$ cat src/rtl/alu_cmd_seq.sv
// Command sequencer for the 2-bit OR/AND ALU: accepts commands, drives ALU control and
// operands for one cycle, captures the result and returns it over a valid/ready channel.
module alu_cmd_seq #(
  parameter int unsigned WIDTH = 32,
  parameter int unsigned CNT_W = 16
) (
  input  logic             clk,
  input  logic             rst,
  input  logic             Cmd_valid,
  output logic             Cmd_ready,
  input  logic [2:0]       Cmd_op,
  input  logic [WIDTH-1:0] Cmd_A,
  input  logic [WIDTH-1:0] Cmd_B,
  output logic [1:0]       Upr_ALU,
  output logic [WIDTH-1:0] A,
  output logic [WIDTH-1:0] B,
  input  logic [WIDTH-1:0] Out_ALU,
  output logic             Res_valid,
  input  logic             Res_ready,
  output logic [WIDTH-1:0] Res_data,
  output logic [WIDTH-1:0] Acc,
  output logic             Busy,
  output logic [CNT_W-1:0] Op_count
);

  typedef enum logic [1:0] {StIdle, StExec, StResp} state_e;

  state_e             state_q, state_d;
  logic [2:0]         op_q, op_d;
  logic [WIDTH-1:0]   a_q, a_d;
  logic [WIDTH-1:0]   b_q, b_d;
  logic [WIDTH-1:0]   res_q, res_d;
  logic [WIDTH-1:0]   acc_q, acc_d;
  logic [CNT_W-1:0]   cnt_q, cnt_d;
  logic               acc_wr;

  always_ff @(posedge clk) begin
    if (rst) begin
      state_q <= StIdle;
      op_q    <= '0;
      a_q     <= '0;
      b_q     <= '0;
      res_q   <= '0;
      acc_q   <= '0;
      cnt_q   <= '0;
    end else begin
      state_q <= state_d;
      op_q    <= op_d;
      a_q     <= a_d;
      b_q     <= b_d;
      res_q   <= res_d;
      acc_q   <= acc_d;
      cnt_q   <= cnt_d;
    end
  end

  // Ops 4..6 write the ALU result back into the accumulator; ACC_READ only observes it.
  assign acc_wr = (op_q == 3'd4) || (op_q == 3'd5) || (op_q == 3'd6);

  always_comb begin
    state_d = state_q;
    op_d    = op_q;
    a_d     = a_q;
    b_d     = b_q;
    res_d   = res_q;
    acc_d   = acc_q;
    cnt_d   = cnt_q;
    unique case (state_q)
      StIdle: begin
        if (Cmd_valid) begin
          op_d    = Cmd_op;
          a_d     = Cmd_A;
          b_d     = Cmd_B;
          state_d = StExec;
        end
      end
      StExec: begin
        res_d = Out_ALU;
        if (acc_wr) acc_d = Out_ALU;
        state_d = StResp;
      end
      StResp: begin
        if (Res_ready) begin
          cnt_d   = cnt_q + CNT_W'(1);
          state_d = StIdle;
        end
      end
      default: state_d = StIdle;
    endcase
  end

  always_comb begin
    Upr_ALU = 2'd0;
    A       = '0;
    B       = '0;
    if (state_q == StExec) begin
      unique case (op_q)
        3'd4: begin Upr_ALU = 2'd2; A = acc_q; B = b_q; end
        3'd5: begin Upr_ALU = 2'd3; A = acc_q; B = b_q; end
        3'd6: begin Upr_ALU = 2'd0; A = acc_q; B = '0;  end
        3'd7: begin Upr_ALU = 2'd2; A = acc_q; B = '0;  end
        default: begin Upr_ALU = op_q[1:0]; A = a_q; B = b_q; end
      endcase
    end
  end

  assign Cmd_ready = (state_q == StIdle);
  assign Res_valid = (state_q == StResp);
  assign Busy      = (state_q != StIdle);
  assign Res_data  = res_q;
  assign Acc       = acc_q;
  assign Op_count  = cnt_q;

endmodule

$ cat config.mk
export PLATFORM = sky130hd
export DESIGN_NAME = alu_cmd_seq
export DESIGN_NICKNAME = d
export VERILOG_FILES = /design/src/rtl/alu_cmd_seq.sv
export SDC_FILE = /design/constraint.sdc
export NUM_CORES = 1
export LEC_CHECK = 0
export BUFFER_PORTS_ARGS = -buffer_cell sky130_fd_sc_hd__buf_2
export CAP_MARGIN = 20
export CORE_UTILIZATION = 44
export CTS_CLUSTER_SIZE = 12
export DETAILED_ROUTE_END_ITERATION = 7
export PLACE_DENSITY = 0.74
export SLEW_MARGIN = 20
export SYNTH_ARGS = -nofsm -noshare
export SYNTH_HDL_FRONTEND = slang
export SYNTH_SLANG_ARGS = --single-unit
$ cat constraint.sdc
create_clock -name clk -period 1.95 [get_ports clk]
set_clock_uncertainty 0.05 [all_clocks]
set_input_delay 0.0975 -clock clk [delete_from_list [all_inputs] [get_ports clk]]
set_output_delay 0.0975 -clock clk [all_outputs]
set_load 0.02 [all_outputs]
Word-level counts from Yosys, hierarchy flattened
Index checks and enable logic that the tools add are counted.
W data, S select, Z words.

storage, ports and cells
  bits in registers = 149
  input port bits = 103
  output and inout port bits = 149
  word-level logic and storage cells = 36

operators by class
  $add $sub $neg = 1
  equal/unequal tests = 8
  muxes and demuxes = 9
  reductions and logical operators = 11

operator list
  kind                     count
  $mux W32                 4
  $add A16 B1 Y16 const B  1
  $eq A3 B3 Y1 const B     4
  $pmux W2 S3              2
  $reduce_and A2 Y1        4
  $mux W2                  3
  $reduce_or A2 Y1         2
  $reduce_or A4 Y1         1
  $eq A2 B1 Y1 const B     1
  $eq A2 B2 Y1 const B     1
  $logic_not A2 Y1         1
  $logic_or A1 B1 Y1       2
  $ne A2 B1 Y1 const B     1
  $ne A2 B2 Y1 const B     1
  $reduce_bool A2 Y1       1

Logic depth before layout (Yosys ltp)
  depth in word-level cells = 4
  mapped depth = 7
  mapped depth without buffers = 5

Worst setup path before layout
OpenSTA, ideal clock, no wires.

  kind = reg-to-reg
  from = register cnt_q[3] (netlist: Op_count[3])
  to = register cnt_q[13] (netlist: Op_count[13])
  setup time = 0.070 ns
  data arrival time = 1.733 ns
  required time = 1.830 ns
  slack = 0.097 ns
  stages on the path, launching flop included = 5
  buffers on the path = 0
  clock period less this slack = 1.853 ns
  cells stage by stage = dfxtp_1 nand3_1 or3_4 or4_1 a21oi_1

on the way
  longest elaborated chain between the ends = 1

RTL lines
  element                 RTL line  text
  from (decl)             34        logic [CNT_W-1:0] cnt_q, cnt_d;
  from (signal assigned)  53        cnt_q <= cnt_d;
  $add A16 B1 Y16         84        cnt_d = cnt_q + CNT_W'(1);

No other way between the ends.
A chain may end at the register's enable or synchronous reset.

Worst setup path in the final report
  from = register state_q[1]
  to = output B[15]

on the way
  longest elaborated chain between the ends = 2

RTL lines
  element                 RTL line  text
  from (decl)             28        state_e state_q, state_d;
  from (signal assigned)  39        state_q <= StIdle;
  from (signal assigned)  47        state_q <= state_d;
  $eq A2 B1 Y1            96        if (state_q == StExec) begin
  $mux W32                96
  to (decl)               16        output logic [WIDTH-1:0] B,

No other way between the ends.

==> flow_summary.json <==
{
  "path_max_fanout": 31,
  "cts-root-buf": "clkbuf_16",
  "dp_cells": 1169,
  "yosys.area.top_type_share": 0.497,
  "grt_pass1_vias": 6280,
  "tns_ns": 0,
  "synthesis.instances": 780,
  "ir_drop_uv": 506,
  "synth.ff_latch_count": 149,
  "grt_setup_unrepaired": "no",
  "grt_start_max_net_pins": 66,
  "synth.avg_cell_area_sq_um": 7.69,
  "synth.distinct_cells": 33,
  "fin_ws_ns": 0.0748,
  "max_slew_margin": 0.628,
  "clock_latency_ns": 0.42,
  "track_usage": 0.277,
  "dieArea_sq_um": 14100,
  "gp_congestion": 0.861,
  "cts_inserted_buffers": 17,
  "synth-edff-count": 0,
  "clock_tree.buffer_depth": 2,
  "grt_antenna_before_repair": 0,
  "worst_pin_slew_ns": 0.557,
  "path_class": "reg2out",
  "initial_core_util": 0.453,
  "boundaryPins": 252,
  "arrival_ns": 1.73,
  "period_minus_slack_ns": 1.88,
  "cts_tree": "done",
  "slew_viol_final": 0,
  "nets": 1216,
  "ys_seq_area_frac": 0.497,
  "end_kind": "output pin",
  "drt_pass1_iterations": 7,
  "dp_slack_ns": 0.144,
  "hold_path_depth": 2,
  "clk_pin_slew_worst_paths_ns": 0.05,
  "drt_iter0_markers": 534,
  "vias": 6549,
  "dpl.hpwl_microns": 11800,
  "final_layout_size_suffix_gt1_frac": 0.275,
  "port_buffers": 251,
  "grt_pass1_wl_microns": 31000,
  "routed_wl_microns": 19500,
  "yosys.area.top_type": "dfxtp_1",
  "cp-start-kind": "register",
  "ant_nets": 0,
  "synth_warnings": 0,
  "routedWlPerCell_microns": 15.0,
  "whs_ns": 0.0764,
  "fp.dieW_microns": 119,
  "hp-class": "in2reg",
  "hold_viol": 0,
  "drc_errors": 0,
  "area_delta_synth_final_pct": 53.0,
  "power_density_nw_per_um2": 842,
  "synthTopCellsByArea": "dfxtp_1, nand2_1, a21oi_1",
  "async_reset_ff_frac": 0,
  "leakagePower_nw": 4.08,
  "r2r_cells": 4,
  "htreeDepth": 4,
  "core_sq_um": 13200,
  "max_cap_viol_count": 0,
  "die_height_microns": 119,
  "cts_num_sinks": 149,
  "syn_area_sq_um": 6000,
  "synthTopCellsByCount": "nand2_1, dfxtp_1, a21oi_1",
  "post_drt_via_cell_ratio": 5.04,
  "layout.cells.non_filler": 1300,
  "diodes": 0,
  "yosysMostFrequentCell": "nand2_1",
  "status": "finished clean",
  "min_period_over_period": 0.962,
  "fp-row-count": 42,
  "grt-ovfl-total": 0,
  "timing.fmax_ghz": 0.533,
  "synth_ff_type": "dfxtp_1",
  "setup_viol": 0,
  "syn-num-nets": 884,
  "cp.required_ns": 1.80
}
## report_power, final
group          internal, W  switching [W]
logic             0.000444       0.000540
clock network      0.00226        0.00123
registers          0.00318      0.0000748
total              0.00588        0.00185
## routing by layer
layer	global-route usage	share of wire	vias up
li1	-	-	3195
met1	0.316	0.41	3017
met2	0.492	0.50	296
met3	0.0714	0.068	41
met4	0.108	0.022	0
met5	0	0	-
## final cells by class
| class | count | area [sq um] |
|---|---|---|
| clock buffers | 21 | 440 |
| clock inverters | 10 | 180 |
| fillers | 1065 | 4060 |
| inverters | 4 | 15.0 |
| multi-input cells | 570 | 2800 |
| flip-flops and latches | 149 | 2990 |
| well taps | 176 | 220 |
| repair buffers | 370 | 2530 |
## per-stage QoR
step / utilization / instance area (sq um) / power (W)
6_report: 0.693 / 9180 / 0.00773
4_1_cts: 0.693 / 9180 / 0.00775
2_1_floorplan: - / 6000 / 0.00377
3_3_place_gp: 0.567 / 7510 / 0.00410
5_1_grt: 0.693 / 9180 / 0.00802
3_5_place_dp: 0.567 / 7510 / 0.00411
## critical path, stage by stage, from the launching register on
cell and delay, ns:
dfxtp_4 0.36, nand2b_2 0.21, a21oi_4 0.19, buf_12 0.19, and2_1 0.19, buf_4 0.16
## state kept, by name, summed over array words and instances, names as in the netlist
register,cells
Acc,32
Res_data,32
state_q,2
b_q,32
Op_count,16
op_q,3
a_q,32
## logic make-up (layout without fill, tap and decap cells)
kind of cell | after synthesis | in the layout | synth area share
AO/OA/AOI/OAI | 142 | 142 | 0.119
flip-flops | 149 | 149 | 0.497
adder cells (fa/ha/maj) | 1 | 1 | 0.00209
AND/OR/NAND/NOR | 383 | 383 | 0.271
multiplexers | 35 | 35 | 0.0588
buffers and inverters | 61 | 405 | 0.0390
XOR/XNOR | 9 | 9 | 0.0131
## worst paths after layout
check             slack (ns)                     from                        end
setup / recovery        0.07  state_q[1]$_SDFFE_PP0P_                      B[15]
hold / removal          0.08                      rst   Op_count[7]$_SDFFE_PP0P_
setup reg to reg        0.17  state_q[0]$_SDFFE_PP0P_  Op_count[13]$_SDFFE_PP0P_
hold reg to reg         0.40     b_q[12]$_SDFFE_PP0P_       b_q[12]$_SDFFE_PP0P_
## repair_timing
item,in CTS,in global routing
hold buffers,100,0
endpoints found under the setup margin,64,4
gates resized for setup,13,6
setup buffers,0,1
hold endpoints to repair,132,0
## placed cells by master (no fill, tap or decap), types with 2 or more instances in the layout
cell,Yosys,final
dfxtp_2,0,2
nor4_1,3,3
nor3_1,3,3
xnor2_1,4,4
nand3_1,9,9
buf_12,0,9
inv_1,4,4
bufinv_16,0,5
and3_1,2,2
clkbuf_1,49,4
and2_1,34,33
or3_1,2,2
buf_4,0,12
a21oi_1,137,136
mux2_2,2,2
o21ai_0,3,2
nand2_1,269,268
clkbuf_16,0,17
buf_2,4,247
clkinvlp_4,0,2
nor2b_1,2,2
clkinv_2,0,3
nand4_1,2,2
nor2_1,47,47
xor2_1,5,5
dlygate4sd3_1,0,100
mux2i_1,33,33
dfxtp_1,149,146
Note: power is estimated with default switching activity, not from simulation.
